$ cat src/rtl/vga_timing_interface.sv
// ----------------------------------------------------------------------------
// vga_timing_interface
//
// Display back end of the snake game on Basys 3. A clock-enable divider
// produces the pixel rate from the 100 MHz board clock. Horizontal and
// vertical counters walk the full 800x525 raster. The pixel address is
// issued to the colour stage, and the registered colour that comes back is
// driven onto the VGA pins. A free-running frame counter is also kept for
// the win-screen pattern.
//
// Ports
//   CLK          in   1   100 MHz board clock (sole clock)
//   RESET        in   1   synchronous, active-high reset
//   COLOUR_IN    in  12   colour for the current ADDR, valid 1 CLK after ADDR
//   ADDR         out 19   {X[9:0], Y[8:0]} of the visible pixel, 0 in blanking
//   FRAME_COUNT  out 16   frames completed, wraps
//   FRAME_TICK   out  1   one-CLK pulse when FRAME_COUNT increments
//   VGA_HS       out  1   horizontal sync, active low
//   VGA_VS       out  1   vertical sync, active low
//   VGA_COLOUR   out 12   {R[3:0], G[3:0], B[3:0]} to the resistor DAC
// ----------------------------------------------------------------------------
module vga_timing_interface #(
    parameter int unsigned CLK_DIV   = 4,
    parameter int unsigned H_VISIBLE = 640,
    parameter int unsigned H_FP      = 16,
    parameter int unsigned H_SYNC    = 96,
    parameter int unsigned H_BP      = 48,
    parameter int unsigned V_VISIBLE = 480,
    parameter int unsigned V_FP      = 10,
    parameter int unsigned V_SYNC    = 2,
    parameter int unsigned V_BP      = 33
) (
    input  logic        CLK,
    input  logic        RESET,
    input  logic [11:0] COLOUR_IN,
    output logic [18:0] ADDR,
    output logic [15:0] FRAME_COUNT,
    output logic        FRAME_TICK,
    output logic        VGA_HS,
    output logic        VGA_VS,
    output logic [11:0] VGA_COLOUR
);

    localparam int unsigned DIV_W   = (CLK_DIV > 1) ? $clog2(CLK_DIV) : 1;
    localparam int unsigned H_TOTAL = H_VISIBLE + H_FP + H_SYNC + H_BP;
    localparam int unsigned V_TOTAL = V_VISIBLE + V_FP + V_SYNC + V_BP;

    localparam logic [DIV_W-1:0] DIV_LAST = DIV_W'(CLK_DIV - 1);

    localparam logic [9:0] H_LAST     = 10'(H_TOTAL - 1);
    localparam logic [9:0] H_VIS      = 10'(H_VISIBLE);
    localparam logic [9:0] HS_FIRST   = 10'(H_VISIBLE + H_FP);
    localparam logic [9:0] HS_LAST    = 10'(H_VISIBLE + H_FP + H_SYNC - 1);

    localparam logic [9:0] V_LAST     = 10'(V_TOTAL - 1);
    localparam logic [9:0] V_VIS      = 10'(V_VISIBLE);
    localparam logic [9:0] V_VIS_LAST = 10'(V_VISIBLE - 1);
    localparam logic [9:0] VS_FIRST   = 10'(V_VISIBLE + V_FP);
    localparam logic [9:0] VS_LAST    = 10'(V_VISIBLE + V_FP + V_SYNC - 1);

    // ------------------------------------------------------------------
    // Registers
    // ------------------------------------------------------------------
    logic [DIV_W-1:0] r_div_cnt;
    logic [9:0]       r_h_count;
    logic [9:0]       r_v_count;
    logic [18:0]      r_addr;
    logic [15:0]      r_frame_count;
    logic             r_frame_tick;
    logic             r_hs;
    logic             r_vs;
    logic [11:0]      r_colour;

    // ------------------------------------------------------------------
    // Combinational next-state
    // ------------------------------------------------------------------
    logic        w_pix_en;
    logic        w_h_wrap;
    logic [9:0]  w_h_next;
    logic [9:0]  w_v_next;
    logic        w_next_visible;
    logic [18:0] w_addr_next;
    logic        w_cur_visible;
    logic        w_hs_active;
    logic        w_vs_active;
    logic        w_frame_end;

    always_comb begin
        w_pix_en = (r_div_cnt == DIV_LAST);
        w_h_wrap = (r_h_count == H_LAST);

        w_h_next = w_h_wrap ? '0 : r_h_count + 10'd1;
        w_v_next = r_v_count;
        if (w_h_wrap) begin
            w_v_next = (r_v_count == V_LAST) ? '0 : r_v_count + 10'd1;
        end

        // The address leads the pins by one pixel: it is formed from the
        // post-increment counts so the colour stage has a full pixel period
        // to answer before the pins sample COLOUR_IN.
        w_next_visible = (w_h_next < H_VIS) && (w_v_next < V_VIS);
        w_addr_next    = w_next_visible ? {w_h_next, w_v_next[8:0]} : '0;

        // Pins use the pre-increment counts, i.e. the pixel whose address
        // went out one pixel earlier, keeping sync and colour aligned.
        w_cur_visible = (r_h_count < H_VIS) && (r_v_count < V_VIS);
        w_hs_active   = (r_h_count >= HS_FIRST) && (r_h_count <= HS_LAST);
        w_vs_active   = (r_v_count >= VS_FIRST) && (r_v_count <= VS_LAST);

        // Last pixel of the last visible line: the step out of it starts
        // vertical blanking and completes a frame.
        w_frame_end = w_h_wrap && (r_v_count == V_VIS_LAST);
    end

    // ------------------------------------------------------------------
    // Pixel-rate divider
    // ------------------------------------------------------------------
    always_ff @(posedge CLK) begin
        if (RESET) begin
            r_div_cnt <= '0;
        end else if (w_pix_en) begin
            r_div_cnt <= '0;
        end else begin
            r_div_cnt <= r_div_cnt + DIV_W'(1);
        end
    end

    // ------------------------------------------------------------------
    // Raster counters and address stage
    // ------------------------------------------------------------------
    always_ff @(posedge CLK) begin
        if (RESET) begin
            r_h_count <= '0;
            r_v_count <= '0;
            r_addr    <= '0;
        end else if (w_pix_en) begin
            r_h_count <= w_h_next;
            r_v_count <= w_v_next;
            r_addr    <= w_addr_next;
        end
    end

    // ------------------------------------------------------------------
    // Pin stage
    // ------------------------------------------------------------------
    always_ff @(posedge CLK) begin
        if (RESET) begin
            r_hs     <= 1'b1;
            r_vs     <= 1'b1;
            r_colour <= '0;
        end else if (w_pix_en) begin
            r_hs     <= ~w_hs_active;
            r_vs     <= ~w_vs_active;
            r_colour <= w_cur_visible ? COLOUR_IN : '0;
        end
    end

    // ------------------------------------------------------------------
    // Frame counter
    // ------------------------------------------------------------------
    always_ff @(posedge CLK) begin
        if (RESET) begin
            r_frame_count <= '0;
            r_frame_tick  <= 1'b0;
        end else begin
            r_frame_tick <= 1'b0;
            if (w_pix_en && w_frame_end) begin
                r_frame_count <= r_frame_count + 16'd1;
                r_frame_tick  <= 1'b1;
            end
        end
    end

    assign ADDR        = r_addr;
    assign FRAME_COUNT = r_frame_count;
    assign FRAME_TICK  = r_frame_tick;
    assign VGA_HS      = r_hs;
    assign VGA_VS      = r_vs;
    assign VGA_COLOUR  = r_colour;

endmodule
$ cat config.mk
export PLATFORM = sky130hd
export DESIGN_NAME = vga_timing_interface
export DESIGN_NICKNAME = d
export VERILOG_FILES = /design/src/rtl/vga_timing_interface.sv
export SDC_FILE = /design/constraint.sdc
export NUM_CORES = 1
export LEC_CHECK = 0
export BUFFER_PORTS_ARGS = -buffer_cell sky130_fd_sc_hd__clkbuf_2
export CAP_MARGIN = 20
export CORE_MARGIN = 1
export CORE_UTILIZATION = 49
export DETAILED_ROUTE_END_ITERATION = 16
export PLACE_DENSITY = 0.86
export SLEW_MARGIN = 20
export SYNTH_ARGS = -nofsm -noshare
export SYNTH_HDL_FRONTEND = slang
export SYNTH_SLANG_ARGS = --single-unit
$ cat constraint.sdc
create_clock -name CLK -period 2.2 [get_ports CLK]
set_input_delay 0.11 -clock CLK [delete_from_list [all_inputs] [get_ports CLK]]
set_output_delay 0.11 -clock CLK [all_outputs]
set_load 0.005 [all_outputs]
# Word level (Yosys, flattened, before mapping)
# Cells that the tools add are included.
# classes
add_sub_neg	4
n_lt_le_gt_ge	8
n_eq_ne	4
n_mux	6
n_bitwise	2
reduce_logical	7
# op_table
cell	n
2-to-1 mux 10 bit	3
adder 10 x 1 -> 10 bit (second input constant)	2
== test 10 bit (second input constant)	2
less-than comparator 10 bit (second input constant)	2
less-than comparator 10 x 9 -> 1 bit (second input constant)	2
2-to-1 mux 19 bit	1
adder 16 x 1 -> 16 bit (second input constant)	1
2-to-1 mux 12 bit	1
== test 10 x 9 -> 1 bit (second input constant)	1
greater-or-equal comparator 10 bit (second input constant)	1
greater-or-equal comparator 10 x 9 -> 1 bit (second input constant)	1
<= comparator 10 bit (second input constant)	1
<= comparator 10 x 9 -> 1 bit (second input constant)	1
logical AND 1 bit	6
adder 2 x 1 -> 2 bit (second input constant)	1
== test 2 bit (second input constant)	1
inverter 1 bit	2
OR reduction 2 bit	1
2-to-1 mux 1 bit	1
# word_totals
register_bits	72
input_bits	14
out_inout_bits	50
word_cells	40

# Depth between registers and ports, before layout
# depth
depth_word	6
depth_mapped	10
mapped_depth_nobuf	8

# Worst setup path before layout
# OpenSTA, ideal clock, no wires.
# synth_path
path_type	reg2reg
startpoint	register r_h_count[0]
endpoint	register r_addr[0] (netlist: ADDR[0])
t_arrival_ps	2323
t_required_ps	2139
setup_slack_ps	-184
stages_incl_launch_ff	10
n_path_buf	2
synth_period_minus_slack_ps	2384
path_cell_list	dfxtp_1 ha_1 nand4_2 nor4_4 mux2i_1 a2bb2oi_1 o221a_2 buf_6 buf_6 a32o_1
# synth_between
elab_chain_len	5
elab_cells_between_ends	8
# synth_rtl
element	line_no	source
from (decl)	65	logic [9:0] r_h_count;
from (signal assigned)	137	r_h_count <= w_h_next;
adder 10 x 1 -> 10 bit / == test 10 bit (equally long branches)	92, 90	
2-to-1 mux 10 bit, on equally long branches	92, 94	
less-than comparator 10 bit / less-than comparator 10 x 9 -> 1 bit (equally long branches)	101	w_next_visible = (w_h_next < H_VIS) && (w_v_next < V_VIS);
logical AND 1 bit	101	
2-to-1 mux 19 bit (*)	102	w_addr_next = w_next_visible ? {w_h_next, w_v_next[8:0]} : '0;
to (signal assigned)	139	r_addr <= w_addr_next;
to (decl)	67	logic [18:0] r_addr;
# Mark *: on every way between the ends. The rest lies on a longest branch, timed or not.
# A chain may end at the register's enable or synchronous reset.

# Worst setup path after layout
# layout_path
startpoint	register r_h_count[0]
endpoint	register r_addr[1] (netlist: ADDR[1])
# Same word-level chain as after synthesis.

==> impl_metrics.py <==
metrics = {
    "floorplan": {
        "die_y_um": 83.5,
        "fp-row-count": 29,
        "coreArea_um2": 6390,
        "fp.dieW_um": 83.5,
        "die_area_um2": 6980,
        "boundaryPins": 64,
        "initial_utilization_pct": 51.0,
    },
    "sta": {
        "min_period_ns": 2.15,
        "final_hold_viol_count": 0,
        "setup_viol": 0,
        "fmax_mhz": 466,
        "rsz0062_at_grt": "yes",
        "slew_violations": 0,
        "worst-slew-pin-transition_ns": 0.494,
        "period_share_pct": 97.6,
        "finClkSkew_ns": 0.0136,
        "holdWs_ns": 0.439,
        "relSlewSlack_pct": 66.8,
    },
    "final_layout": {
        "layout_commonest_cell": "dfxtp_1",
        "layout_common_cells": "dfxtp_1 (68), clkbuf_2 (63), nor2_1 (36)",
        "multi_input_area_um2": 1730,
        "n_antenna_cell": 0,
        "drive_gt1_share_pct": 29.9,
        "ff_latch_area_um2": 1450,
        "area_growth_pct": 31.6,
        "fin_cells": 539,
        "fin_nets": 478,
        "fill_cells": 452,
        "final_core_utilization_pct": 67.1,
    },
    "worst_setup_path": {
        "worst-path-buf-inv": 1,
        "reg2reg_from": "r_h_count[0]",
        "cpMaxStageDelayCell": "nor4_4",
        "r2r-end": "ADDR[1]",
        "cp.required_ns": 2.50,
        "startpoint": "r_h_count[0]",
        "r2r_cells": 8,
        "arrival_ns": 2.44,
        "worstSetupPathType": "flip-flop to flip-flop",
        "crit_path_max_incr_delay_ns": 0.41,
        "crit_fanout": 12,
        "path_cells": "ha_4, nand4_4, nor4_4, mux2i_1, a2bb2oi_2, o221a_4, buf_12, a32o_1",
        "cp_top_family": "compound AO/OA/AOI/OAI gates",
        "r2r_setup_slack_ns": 0.05,
        "end_kind": "flip-flop",
        "cp-start-kind": "flip-flop",
    },
    "synth": {
        "syn_nets": 381,
        "synth_seq_cells": 72,
        "synth_async_sr_flop_share_pct": 0,
        "dominantRegCellSynth": "dfxtp_1",
        "yosysUniqueCellTypes": 50,
        "syn_area_per_cell_um2": 9.02,
        "synth_warnings": 0,
        "synth_top_area_share_pct": 44.3,
        "synth_top_cell_by_area": "dfxtp_1",
        "ys_seq_area_share_pct": 44.3,
        "syn_inst": 361,
        "synth_edf_count": 0,
        "synth_area_leaders": "dfxtp_1 (44%), a22o_1 (6.2%), nor2_1 (4.3%)",
        "netlist_area_um2": 3260,
    },
    "route": {
        "dr.pass1.iters": 5,
        "via_per_inst": 5.95,
        "vias": 3209,
        "drt.antenna.violating_nets": 0,
        "routedWlPerCell_um": 17.1,
        "drtIter0Drc": 374,
        "routed_wirelength_um": 9240,
        "drc_errors": 0,
    },
    "place": {
        "gp_congestion": 0.874,
        "place_hpwl_um": 5710,
        "io_buffers": 63,
        "place_inst": 505,
    },
    "job": {
        "drv_cap": 0,
    },
    "global_route": {
        "grt_use_total_pct": 26.0,
        "grt.overflow.total": 0,
        "grt_pass1_vias": 3038,
        "grt_pass1_wl_um": 14500,
        "grt_max_degree": 31,
        "antenna_found_initial": 0,
    },
    "power_and_ir_drop": {
        "comb_power_share_pct": 5.2,
        "finalPower_uw": 2620,
        "leakage_uw": 0.00173,
        "powerDensity_nw_per_um2": 612,
        "seqPwrFrac_pct": 50.8,
        "p_int_uw": 2040,
        "power.switching_uw": 581,
        "pwr-share-clk_pct": 44.0,
        "vdd_drop_max_mv": 0.553,
        "netSwitchingFraction_pct": 22.1,
    },
    "clocking": {
        "clk_latency_ns": 0.35,
        "clk_pin_slew_ns": 0.08,
        "htree_levels": 3,
        "cts_buffers": 9,
        "cts_root_buf": "clkbuf_8",
        "cts_num_sinks": 72,
        "cts_tree": "built",
        "cts_buffer_depth": 2,
    },
    "min_path": {
        "hold_start": "r_div_cnt[0]",
        "hold_class": "flip-flop to flip-flop",
        "min_delay_worst_endpoint": "r_div_cnt[0]",
        "min_delay_path_depth": 1,
    },
    "outcome": {
        "status": "finished clean",
    },
}
synthesized netlist by cell type, types with 2 or more instances:
master,instances
or3_1,9
and2_1,4
nand4_1,12
a32o_1,10
inv_1,11
mux2i_1,3
a21o_1,7
buf_2,5
and4_1,2
ha_1,6
dfxtp_1,72
clkbuf_1,18
nand2_1,19
nand2b_1,3
xnor2_1,12
a21oi_1,12
nor2_1,37
nand3_1,16
xor2_1,12
o21ai_0,20
nor4_1,2
nor3_1,11
a22o_1,23
nand4b_1,3
buf_6,4
or2_2,2
nand3b_1,3
power by group through the flow:
stage	sequential, uW	combinational [uW]	clock (uW)
after detailed placement	1360	113	0
after global routing	1330	145	1230
after global placement	1360	109	0
final	1330	135	1160
after floorplan	1360	59.8	0
after CTS	1330	131	1160
worst max path at each step:
| stage | to | slack (ns) | cells past startpoint |
|---|---|---|---|
| final | ADDR[1] | 0.05 | 8 |
| after global routing | ADDR[0] | -0.02 | 8 |
| after CTS | ADDR[9] | 0.007 | 9 |
| after detailed placement | ADDR[9] | -0.07 | 9 |
| after global placement | FRAME_COUNT[14] | 0.08 | 8 |
| after floorplan | ADDR[0] | -0.04 | 10 |
state kept, by name, indices dropped and copies added, names as in the netlist:
| name | cells |
|---|---|
| ADDR | 19 |
| VGA_HS | 1 |
| VGA_COLOUR | 12 |
| VGA_VS | 1 |
| r_div_cnt | 2 |
| FRAME_TICK | 1 |
| FRAME_COUNT | 16 |
| r_v_count | 10 |
| r_h_count | 10 |
cell families (layout without fill, tap and decap cells):
group | count (synthesis) | in the layout | synth area share (%)
AOI/OAI and AO/OA | 83 | 83 | 18.4
xor gates and xnor gates | 24 | 24 | 6.45
adders and majority gates | 6 | 6 | 2.30
buffers and inverters | 39 | 140 | 5.65
DFF | 72 | 72 | 44.3
muxes | 3 | 3 | 0.922
and+or+nand+nor | 134 | 134 | 22.1
through the flow:
step | setup WS [ns] | instance area [um^2] | setup TNS, ns
2_1_floorplan | -0.0404 | 3290 | -0.120
3_3_place_gp | 0.0771 | 3810 | 0
3_5_place_dp | -0.0655 | 3810 | -0.524
4_1_cts | 0.00687 | 4190 | 0
5_1_grt | -0.0195 | 4290 | -0.103
6_report | 0.0538 | 4290 | 0
repair_timing:
action,in CTS,in global routing
setup endpoints to repair,19,32
hold buffers,13,0
resized for setup,3,16
buffers inserted,1,5
gates cloned,0,0
endpoints found under the hold margin,13,0
pin swaps,0,9
routing by layer:
| layer | up-vias | part of all wire, % | track usage [%] |
|---|---|---|---|
| met5 | - | 0 | 0 |
| met2 | 163 | 48 | 41.7 |
| li1 | 1488 | - | - |
| met3 | 43 | 6.8 | 7.22 |
| met4 | 0 | 4.0 | 13.1 |
| met1 | 1515 | 41 | 32.2 |
final cells by class:
type | count | share of cell area [%]
Tap cell | 77 | 2.25
Clock buffer | 10 | 3.21
Multi-Input combinational cell | 250 | 40.4
Inverter | 11 | 0.964
Sequential cell | 72 | 33.8
Clock inverter | 5 | 1.90
Timing Repair Buffer | 114 | 17.5
(Power assumes the default switching activity.)
